===== src/rtl/youwin_banner_ctrl_if.sv =====
// Read port between the banner controller and the 32x32 "you win" sprite ROM.
// The ROM registers its pixel, so SPRITE_PIXEL answers the request of the previous cycle.
interface youwin_banner_ctrl_if;
  logic       R_Y_W;
  logic [2:0] SPRITE_ID;
  logic [4:0] SPRITE_X;
  logic [4:0] SPRITE_Y;
  logic [7:0] SPRITE_PIXEL;

  modport master (
    output R_Y_W, SPRITE_ID, SPRITE_X, SPRITE_Y,
    input  SPRITE_PIXEL
  );

  modport slave (
    input  R_Y_W, SPRITE_ID, SPRITE_X, SPRITE_Y,
    output SPRITE_PIXEL
  );
endinterface


===== src/rtl/youwin_banner_ctrl.sv =====
// Maps the VGA scan position onto sprite ROM reads and keys the returned pixel into
// a banner overlay colour; a frame-synchronous FSM blinks the banner after a win.
module youwin_banner_ctrl #(
  parameter int unsigned X0            = 64,
  parameter int unsigned Y0            = 208,
  parameter int unsigned SCALE_SHIFT   = 1,
  parameter int unsigned BLINK_FRAMES  = 15,
  parameter int unsigned BLINK_TOGGLES = 8,
  parameter logic [7:0]  TRANSPARENT   = 8'h00
) (
  input  logic                        CLOCK_50,
  input  logic                        RESET,
  input  logic                        WIN,
  input  logic                        CLEAR,
  input  logic                        VS,
  input  logic [9:0]                  DrawX,
  input  logic [9:0]                  DrawY,
  youwin_banner_ctrl_if.master        rom,
  output logic                        BANNER_ON,
  output logic [7:0]                  BANNER_COLOR,
  output logic                        ACTIVE
);

  localparam int unsigned W  = 256 << SCALE_SHIFT;
  localparam int unsigned H  = 32 << SCALE_SHIFT;
  localparam int unsigned FW = $clog2(BLINK_FRAMES + 1);
  localparam int unsigned TW = $clog2(BLINK_TOGGLES + 1);
  localparam logic [9:0]    X0_10      = X0[9:0];
  localparam logic [9:0]    Y0_10      = Y0[9:0];
  localparam logic [FW-1:0] FRAME_LAST = FW'(BLINK_FRAMES - 1);
  localparam logic [TW-1:0] TOG_LAST   = TW'(BLINK_TOGGLES - 1);

  typedef enum logic [1:0] {IDLE, BLINK, SOLID} state_e;

  state_e        state_q, state_d;
  logic          pending_q, pending_d;
  logic          phase_q, phase_d;
  logic [FW-1:0] frame_q, frame_d;
  logic [TW-1:0] tog_q, tog_d;

  logic          vis;
  logic          in_win;
  logic [31:0]   x_w, y_w;
  logic [9:0]    dx, dy, id_full, sx_full, sy_full;

  logic          rd_q, rd_d;
  logic [2:0]    id_q, id_d;
  logic [4:0]    sx_q, sx_d;
  logic [4:0]    sy_q, sy_d;
  logic          in_win_d1_q, vis_d1_q, in_win_d2_q, vis_d2_q;
  logic          on_q, on_d;
  logic [7:0]    color_q, color_d;

  // ---------------- frame-synchronous appearance FSM ----------------
  always_ff @(posedge CLOCK_50 or negedge RESET) begin
    if (!RESET) begin
      state_q   <= IDLE;
      pending_q <= 1'b0;
      phase_q   <= 1'b0;
      frame_q   <= '0;
      tog_q     <= '0;
    end else begin
      state_q   <= state_d;
      pending_q <= pending_d;
      phase_q   <= phase_d;
      frame_q   <= frame_d;
      tog_q     <= tog_d;
    end
  end

  always_comb begin
    state_d   = state_q;
    pending_d = pending_q;
    phase_d   = phase_q;
    frame_d   = frame_q;
    tog_d     = tog_q;
    if (CLEAR) begin
      state_d   = IDLE;
      pending_d = 1'b0;
      phase_d   = 1'b0;
      frame_d   = '0;
      tog_d     = '0;
    end else begin
      unique case (state_q)
        IDLE: begin
          if (WIN) pending_d = 1'b1;
          if (VS && pending_q) begin
            state_d   = BLINK;
            pending_d = 1'b0;
            phase_d   = 1'b1;
            frame_d   = '0;
            tog_d     = '0;
          end
        end
        BLINK: begin
          if (VS) begin
            if (frame_q == FRAME_LAST) begin
              frame_d = '0;
              phase_d = ~phase_q;
              tog_d   = tog_q + TW'(1);
              // The last toggle lands on the same VS that hands over to SOLID.
              if (tog_q == TOG_LAST) begin
                state_d = SOLID;
                phase_d = 1'b1;
              end
            end else begin
              frame_d = frame_q + FW'(1);
            end
          end
        end
        SOLID: ;
        default: state_d = IDLE;
      endcase
    end
  end

  assign vis    = (state_q == SOLID) || ((state_q == BLINK) && phase_q);
  assign ACTIVE = (state_q != IDLE);

  // ---------------- window and ROM address mapping ----------------
  assign x_w     = {22'd0, DrawX};
  assign y_w     = {22'd0, DrawY};
  assign in_win  = (x_w >= X0) && (x_w < X0 + W) && (y_w >= Y0) && (y_w < Y0 + H);
  assign dx      = DrawX - X0_10;
  assign dy      = DrawY - Y0_10;
  assign id_full = dx >> (5 + SCALE_SHIFT);
  assign sx_full = dx >> SCALE_SHIFT;
  assign sy_full = dy >> SCALE_SHIFT;

  always_comb begin
    rd_d = in_win && vis;
    id_d = '0;
    sx_d = '0;
    sy_d = '0;
    if (in_win) begin
      id_d = id_full[2:0];
      sx_d = sx_full[4:0];
      sy_d = sy_full[4:0];
    end
  end

  // in_win/vis ride two stages so they meet the ROM pixel of the same request.
  always_comb begin
    on_d    = vis_d2_q && in_win_d2_q && (rom.SPRITE_PIXEL != TRANSPARENT);
    color_d = on_d ? rom.SPRITE_PIXEL : '0;
  end

  always_ff @(posedge CLOCK_50 or negedge RESET) begin
    if (!RESET) begin
      rd_q        <= 1'b0;
      id_q        <= '0;
      sx_q        <= '0;
      sy_q        <= '0;
      in_win_d1_q <= 1'b0;
      vis_d1_q    <= 1'b0;
      in_win_d2_q <= 1'b0;
      vis_d2_q    <= 1'b0;
      on_q        <= 1'b0;
      color_q     <= '0;
    end else begin
      rd_q        <= rd_d;
      id_q        <= id_d;
      sx_q        <= sx_d;
      sy_q        <= sy_d;
      in_win_d1_q <= in_win;
      vis_d1_q    <= vis;
      in_win_d2_q <= in_win_d1_q;
      vis_d2_q    <= vis_d1_q;
      on_q        <= on_d;
      color_q     <= color_d;
    end
  end

  assign rom.R_Y_W     = rd_q;
  assign rom.SPRITE_ID = id_q;
  assign rom.SPRITE_X  = sx_q;
  assign rom.SPRITE_Y  = sy_q;
  assign BANNER_ON     = on_q;
  assign BANNER_COLOR  = color_q;

endmodule


===== src/flat_wrapper.sv =====
// flat-port wrapper written by rule: the top's interface ports become plain ports
module youwin_banner_ctrl_flat 
#(
  parameter int unsigned X0            = 64,
  parameter int unsigned Y0            = 208,
  parameter int unsigned SCALE_SHIFT   = 1,
  parameter int unsigned BLINK_FRAMES  = 15,
  parameter int unsigned BLINK_TOGGLES = 8,
  parameter logic [7:0]  TRANSPARENT   = 8'h00
)
  (CLOCK_50, RESET, WIN, CLEAR, VS, DrawX, DrawY, BANNER_ON, BANNER_COLOR, ACTIVE, rom_R_Y_W, rom_SPRITE_ID, rom_SPRITE_X, rom_SPRITE_Y, rom_SPRITE_PIXEL);
  youwin_banner_ctrl_if rom_i ();
  input  logic CLOCK_50;
  input  logic RESET;
  input  logic WIN;
  input  logic CLEAR;
  input  logic VS;
  input  logic [9:0] DrawX;
  input  logic [9:0] DrawY;
  output logic BANNER_ON;
  output logic [7:0] BANNER_COLOR;
  output logic ACTIVE;
  output wire logic [$bits(rom_i.R_Y_W)-1:0] rom_R_Y_W;
  output wire logic [$bits(rom_i.SPRITE_ID)-1:0] rom_SPRITE_ID;
  output wire logic [$bits(rom_i.SPRITE_X)-1:0] rom_SPRITE_X;
  output wire logic [$bits(rom_i.SPRITE_Y)-1:0] rom_SPRITE_Y;
  input wire logic [$bits(rom_i.SPRITE_PIXEL)-1:0] rom_SPRITE_PIXEL;
  assign rom_R_Y_W = rom_i.R_Y_W;
  assign rom_SPRITE_ID = rom_i.SPRITE_ID;
  assign rom_SPRITE_X = rom_i.SPRITE_X;
  assign rom_SPRITE_Y = rom_i.SPRITE_Y;
  assign rom_i.SPRITE_PIXEL = rom_SPRITE_PIXEL;
  youwin_banner_ctrl #(.X0(X0), .Y0(Y0), .SCALE_SHIFT(SCALE_SHIFT), .BLINK_FRAMES(BLINK_FRAMES), .BLINK_TOGGLES(BLINK_TOGGLES), .TRANSPARENT(TRANSPARENT)) u_core (.CLOCK_50(CLOCK_50), .RESET(RESET), .WIN(WIN), .CLEAR(CLEAR), .VS(VS), .DrawX(DrawX), .DrawY(DrawY), .rom(rom_i), .BANNER_ON(BANNER_ON), .BANNER_COLOR(BANNER_COLOR), .ACTIVE(ACTIVE));
endmodule

===== config.mk =====
export PLATFORM = sky130hd
export DESIGN_NAME = youwin_banner_ctrl_flat
export DESIGN_NICKNAME = d
export VERILOG_FILES = /design/src/rtl/youwin_banner_ctrl_if.sv /design/src/rtl/youwin_banner_ctrl.sv /design/src/flat_wrapper.sv
export SDC_FILE = /design/constraint.sdc
export NUM_CORES = 1
export LEC_CHECK = 0
export BUFFER_PORTS_ARGS = -buffer_cell sky130_fd_sc_hd__buf_4
export CAP_MARGIN = 10
export CORE_MARGIN = 2
export CORE_UTILIZATION = 53
export DETAILED_ROUTE_END_ITERATION = 8
export PLACE_DENSITY_LB_ADDON = 0.2
export SLEW_MARGIN = 25
export SYNTH_ARGS = -nofsm -noshare
export SYNTH_HDL_FRONTEND = slang
export SYNTH_SLANG_ARGS = --single-unit

===== constraint.sdc =====
create_clock -name CLOCK_50 -period 5.55 [get_ports CLOCK_50]
set_clock_uncertainty 0.2 [all_clocks]
set_input_delay 0.555 -clock CLOCK_50 [delete_from_list [all_inputs] [get_ports CLOCK_50]]
set_output_delay 0.555 -clock CLOCK_50 [all_outputs]
set_load 0.005 [all_outputs]

==> results.ini, run 1 <==
[outcome]
status = finished, final reports clean

[critical_path]
reg2reg_depth = 4
cp.arrival_ns = 1.26
required_ns = 4.80
path_max_fanout = 7
cp-start-kind = flop
startpoint = u_core.state_q[1]$_DFFE_PN0P_
path_class = reg2out
cp-end-kind = output pin
reg2reg_from = u_core.state_q[0]$_DFFE_PN0P_

[cells_and_area]
finalNonFillerCells = 255
fillCellCount = 235
num-nets-final = 250
final_area_sq_um = 2290
layout-drive-gt1-share = 0.370
antenna_cells = 0
area_delta_synth_final_pct = 31.2

[clock_tree]
cts.htree.levels = 2
cts.sinks = 39
clk_pin_slew_worst_paths_ns = 0.11
postCtsSetupBuffers = 0
clock_latency_ns = 0.34
cts_max_path_buffers = 2
cts_tree = done
cts.root.buffer_cell = clkbuf_4
cts_buffers = 5

[synth]
syn_avg_cell_area_sq_um = 11.7
synth-seq-area-share = 0.559
ys_ff_latch = 39
netlist_area_sq_um = 1750
synth-async-reset-ratio = 1.00
synth_top_family_by_area = simple AND/OR/NAND/NOR gates
synth_mux_area_frac = 0.0129
yosysMostFrequentCell = dfrtp_1
synth_simple_gate_area_frac = 0.244
synth_xor_xnor_area_share = 0.00502
synth_ff_type = dfrtp_1
synth.area.top_cells = dfrtp_1, ha_1, nor3b_2
synth_adder_area_share = 0.0502
synth-compound-area-share = 0.0953
syn_nets = 189
synth_commonest_cells = dfrtp_1, nand2_1, and2_1
yosysTopAreaCell = dfrtp_1
synth-edff-count = 0
synth_cell_type_count = 41
syn_inst = 149
synth_warnings = 0
netlist.area_leader.share = 0.559

[drt]
num_vias = 1330
drc = 0
wl_microns = 3570
vias_per_cell = 5.22
drt_pass1_iterations = 4
wire_per_inst_microns = 14.0
drt_iter0_markers = 37
postRouteAntennaNets = 0

[timing]
slew_headroom = 0.403
clock.fmax_mhz = 496
hold_slack_ns = 0.156
hold_viol = 0
rsz0062_at_grt = no
setup_viol = 0
slew_violations = 0
setup_tns_ns = 0
period_needed_ns = 2.02
min_period_over_period = 0.364
tightest_slew_ns = 0.896

[floorplan]
num_io_pins = 57
core_area_sq_um = 3100
dieArea_sq_um = 3770
rows = 20
chipHeight_microns = 61.4
die_w_microns = 61.4
start_util = 0.563

[global_route]
gr-total-overflow = 0
grt_pass1_vias = 1235
grt_max_degree = 40
antenna_found_initial = 0
grt_pass1_wl_microns = 5380
grt.total_usage = 0.203

[placed_design]
place_area_sq_um = 2190
place_inst = 246
dp_hpwl_microns = 2630
globalplace.congestion = 0.744
port_buffers = 56

[worst_hold_path]
whs_path_depth = 0
min_from = u_core.vis_d1_q$_DFF_PN0_
hold_class = reg2reg

[power]
peakVddDrop_v = 0.000153
p_leak_nw = 1.13
p_total_mw = 0.571
powerDensity_nw_per_um2 = 249

[run]
cap_violations = 0

cell usage in the layout (no fill, tap or decap), types with 2 or more instances in the layout:
cell      netlist  routed
and2_1          9       9
dfrtp_1        39      39
ha_1            7       7
nor3_2          5       5
buf_4           0      56
o21ai_1         3       3
o21ai_0         2       2
nor2_1          6       6
inv_1           8       8
clkbuf_4        0       5
nand2_1        13      13
nor4_1          3       3
nand2b_1        5       5
nand3b_1        3       3
a21oi_1         6       6
nand3_1         4       4
nor3b_2         5       5
nor3b_1         5       5
worst paths after layout:
path | to | slack (ns)
max | ACTIVE | 3.53
min | u_core.vis_d2_q$_DFF_PN0_ | 0.16
max reg2reg | u_core.phase_q$_DFFE_PN0P_ | 3.63
min reg2reg | u_core.vis_d2_q$_DFF_PN0_ | 0.16
max in group asynchronous | u_core.rom.SPRITE_Y[2]$_DFF_PN0_ | 4.32
min in group asynchronous | u_core.frame_q[1]$_DFFE_PN0P_ | 0.50
final cells by class:
class                           instances  area, sq um  area share
Tap cell                               44         55.1      0.0240
Multi-Input combinational cell         99          712       0.311
Inverter                                8         30.0      0.0131
Sequential cell                        39          976       0.426
Timing Repair Buffer                   57          430       0.188
Clock inverter                          2         35.0      0.0153
Clock buffer                            6         51.3      0.0224
kinds of logic after synthesis:
family / Yosys count
AND/OR/NAND/NOR: 66
flip-flops: 39
AO/OA/AOI/OAI: 23
buffers and inverters: 11
adder cells (fa/ha/maj): 7
multiplexers: 2
XOR/XNOR: 1
routing by layer:
metal,track usage,share of wire,up-vias
met3,0.0483,0.060,12
li1,-,-,642
met4,0.109,0.028,0
met5,0,0,-
met2,0.330,0.52,43
met1,0.251,0.39,633
flip-flops by register name, indices dropped and copies added, names as in the netlist:
signal and count:
u_core.rom.SPRITE_X 5, u_core.rom.R_Y_W 1, u_core.vis_d1_q 1, u_core.frame_q 4, u_core.rom.SPRITE_ID 3, u_core.phase_q 1
u_core.BANNER_ON 1, u_core.tog_q 4, u_core.pending_q 1, u_core.in_win_d1_q 1, u_core.state_q 2, u_core.vis_d2_q 1
u_core.rom.SPRITE_Y 5, u_core.BANNER_COLOR 8, u_core.in_win_d2_q 1
report_power, final:
part           leakage [nW]  internal [mW]  switching (mW)
Sequential            0.536          0.294         0.00740
Clock                0.0482          0.106          0.0907
Combinational         0.542         0.0353          0.0366
what timing repair did:
| action | in CTS | in global routing |
|---|---|---|
| hold buffers | 1 | 0 |
| resized for setup | 0 | 0 |
| endpoints found under the setup margin | 0 | 0 |
| endpoints found under the hold margin | 39 | 0 |
stage by stage:
stage	util	setup slack (ns)
after floorplan	-	3.57
after global placement	0.707	3.31
after detailed placement	0.707	3.27
after CTS	0.738	3.54
after global routing	0.738	3.44
final	0.738	3.53
worst max-delay path, cell delays in order (launching register included):
cell and delay (ns):
dfrtp_1 0.47, nor2_1 0.25, inv_1 0.07, buf_4 0.14
No activity file was read; power rests on OpenSTA's default activity.
==> inputs of run 2 (changes only) <==
- ABC_AREA: not set -> 1
- CORE_UTILIZATION: 53 -> 45
- clock period: 5.55 -> 1.75 ns (I/O delays scaled with it)
==> run 2 against run 1 <==
Against the previous run:
- first-iteration DRC count rose by 120%
- worst hold slack got worse by 0.12 ns
- combinational power rose to 9.8 times the previous value
- global-route usage fell by 2.8 points
- count of clock-buffer cells in the layout did not move
- synthesized cell count rose by 38%
- register-to-register slack got worse by 3.5 ns
- critical endpoint is now u_core.rom.SPRITE_Y[0]$_DFF_PN0_
- largest power group unchanged
==> results.ini, run 2 <==
[synth]
netlist.area_leader.share = 0.528
synth_ff_type = dfrtp_1
synth.area.top_cells = dfrtp_1, nor2_1, inv_1
ys_ff_latch = 39
synth_warnings = 0
synth-async-reset-ratio = 1.00
syn_avg_cell_area_sq_um = 8.98
synth_cell_type_count = 26
synth-edff-count = 0
syn_inst = 206
syn_nets = 246
netlist_area_sq_um = 1850
yosysTopAreaCell = dfrtp_1
synth-seq-area-share = 0.528
synth_commonest_cells = nor2_1, dfrtp_1, inv_1
yosysMostFrequentCell = nor2_1

[critical_path]
path_max_fanout = 15
cp-end-kind = flop
r2r-end = u_core.state_q[0]$_DFFE_PN0P_
cpMaxStageDelayCell = dlygate4sd3_1
cp-start-kind = input port
crit_end = u_core.rom.SPRITE_Y[0]$_DFF_PN0_
critical-path-max-stage-delay_ns = 0.53
regToRegSetupSlack_ns = 0.14
path_delay_family = buffers and inverters
path_class = in2reg
crit_chain = dlygate4sd3_1 > buf_4 > inv_1 > ha_1 > o21a_1 > nand2_1 > nand3_4 > nor2_1
reg2reg_depth = 9
cp.arrival_ns = 1.65
startpoint = DrawY[4]
path_buf_inv = 3
required_ns = 1.76
path_depth = 8
reg2reg_from = u_core.frame_q[0]$_DFFE_PN0P_

[power]
p_comb_frac = 0.268
swShare = 0.299
p_total_mw = 2.65
powerDensity_nw_per_um2 = 985
p_sw_mw = 0.791
power.internal_mw = 1.86
p_leak_nw = 1.50
peakVddDrop_v = 0.000477
p_clk_frac = 0.329
p_seq_frac = 0.404

[floorplan]
rows = 23
start_util = 0.466
dieArea_sq_um = 4640
die_w_microns = 68.1
num_io_pins = 57
core_area_sq_um = 3970
chipHeight_microns = 68.1

[clock_tree]
cts.htree.levels = 2
cts_buffers = 5
clock_latency_ns = 0.28
cts.sinks = 39
cts_max_path_buffers = 2
cts_tree = done
clk_pin_slew_worst_paths_ns = 0.07
postCtsSetupBuffers = 0
cts.root.buffer_cell = clkbuf_8

[cells_and_area]
final_area_sq_um = 2690
antenna_cells = 0
num-nets-final = 330
fin_util = 0.677
area_delta_synth_final_pct = 45.3
mostFrequentLayoutCells = buf_4, nor2_1, dfrtp_1
largest_register_ffs = 8
final_common_cell = buf_4
fillCellCount = 349
layout-drive-gt1-share = 0.275

[drt]
wl_microns = 3710
vias_per_cell = 4.51
postRouteAntennaNets = 0
wire_per_inst_microns = 10.9
drt_iter0_markers = 81
num_vias = 1537
drt_pass1_iterations = 4
drc = 0

[global_route]
grt_pass1_vias = 1446
grt_pass1_wl_microns = 5850
grt_max_degree = 40
grt.total_usage = 0.175
gr-total-overflow = 0
antenna_found_initial = 0

[timing]
tightest_slew_ns = 0.473
rsz0062_at_grt = yes
hold_viol = 0
slew_headroom = 0.685
slew_violations = 0
setup_viol = 0
setup_tns_ns = 0
period_needed_ns = 1.64
fin_ws_ns = 0.110
min_period_over_period = 0.937
clock.fmax_mhz = 610

[placed_design]
place_worst_setup_slack_ns = 0.136
port_buffers = 56
place_area_sq_um = 2330
dp_hpwl_microns = 2570
globalplace.congestion = 0.774

[run]
cap_violations = 0

[outcome]
status = finished, final reports clean

[worst_hold_path]
hold_class = in2reg
whs_path_depth = 4

-- run 2: cell count changes in the layout (fill, tap and decap cells not counted), sizes merged, moves of 9 or more --
cell,delta
dlygate4sd3,+21
and2,-9
nor3b,-10
nand2,+21
nor2,+44
inv,+30
nand3,+10
-- run 2: repair_timing --
| item | 4_1_cts | 5_1_grt |
|---|---|---|
| setup endpoints to repair | 0 | 15 |
| hold buffers | 22 | 0 |
| resized for setup | 0 | 1 |
| hold endpoints to repair | 61 | 0 |
-- run 2: cell type report --
| cell class | instances | area, sq um | area share |
|---|---|---|---|
| clock buffer | 6 | 72.6 | 0.0270 |
| clock inverter | 2 | 60.1 | 0.0223 |
| inverter | 38 | 143 | 0.0531 |
| multi-input combinational | 128 | 733 | 0.273 |
| sequential | 39 | 976 | 0.363 |
| tap | 50 | 62.6 | 0.0233 |
| timing repair buffer | 78 | 641 | 0.238 |
-- run 2: how the worst min path moves through the flow --
stage	from	endpoint	slack (ns)
floorplan	RESET	u_core.BANNER_COLOR[0]$_DFF_PN0_	-0.32
global placement	RESET	u_core.pending_q$_DFFE_PN0P_	-0.02
detailed placement	RESET	u_core.pending_q$_DFFE_PN0P_	-0.03
CTS	DrawX[6]	u_core.rom.SPRITE_ID[1]$_DFF_PN0_	0.03
global route	DrawX[6]	u_core.rom.SPRITE_ID[1]$_DFF_PN0_	0.03
finish	DrawX[6]	u_core.rom.SPRITE_ID[1]$_DFF_PN0_	0.04
-- run 2: cell families after synthesis --
logic type / Yosys count / share of synthesized area
AO/OA/AOI/OAI: 14 / 0.0433
XOR/XNOR: 2 / 0.00947
adder cells (fa/ha/maj): 7 / 0.0474
buffers and inverters: 39 / 0.0798
flip-flops: 39 / 0.528
AND/OR/NAND/NOR: 105 / 0.292
-- run 2: power groups by stage --
stage               clock [mW]  combinational [mW]  sequential [mW]
floorplan                    0               0.455             1.08
global placement             0               0.656             1.08
global route             0.931               0.802             1.08
CTS                      0.892               0.712             1.07
finish                   0.870               0.709             1.07
detailed placement           0               0.669             1.09
-- run 2: stage by stage --
step           hold WS, ns  instances
2_1_floorplan       -0.321        206
3_3_place_gp       -0.0238        311
3_5_place_dp       -0.0259        311
4_1_cts             0.0281        341
5_1_grt             0.0347        341
6_report            0.0390        341
-- run 2: metal layers --
layer | track usage | up-vias | wire, microns
met5 | 0 | - | 0
met4 | 0.0900 | 0 | 63
met3 | 0.0526 | 4 | 204
met2 | 0.300 | 34 | 1960
met1 | 0.195 | 701 | 1480
li1 | - | 798 | -
-- run 2: worst register-to-register path: stages (launching register included) --
cell,delay [ns]
dfrtp_1,0.41
inv_1,0.10
ha_1,0.15
nand3_1,0.11
inv_1,0.16
nor2_8,0.08
nor2_2,0.12
nand2_2,0.07
nand2_1,0.06
nand2_1,0.05
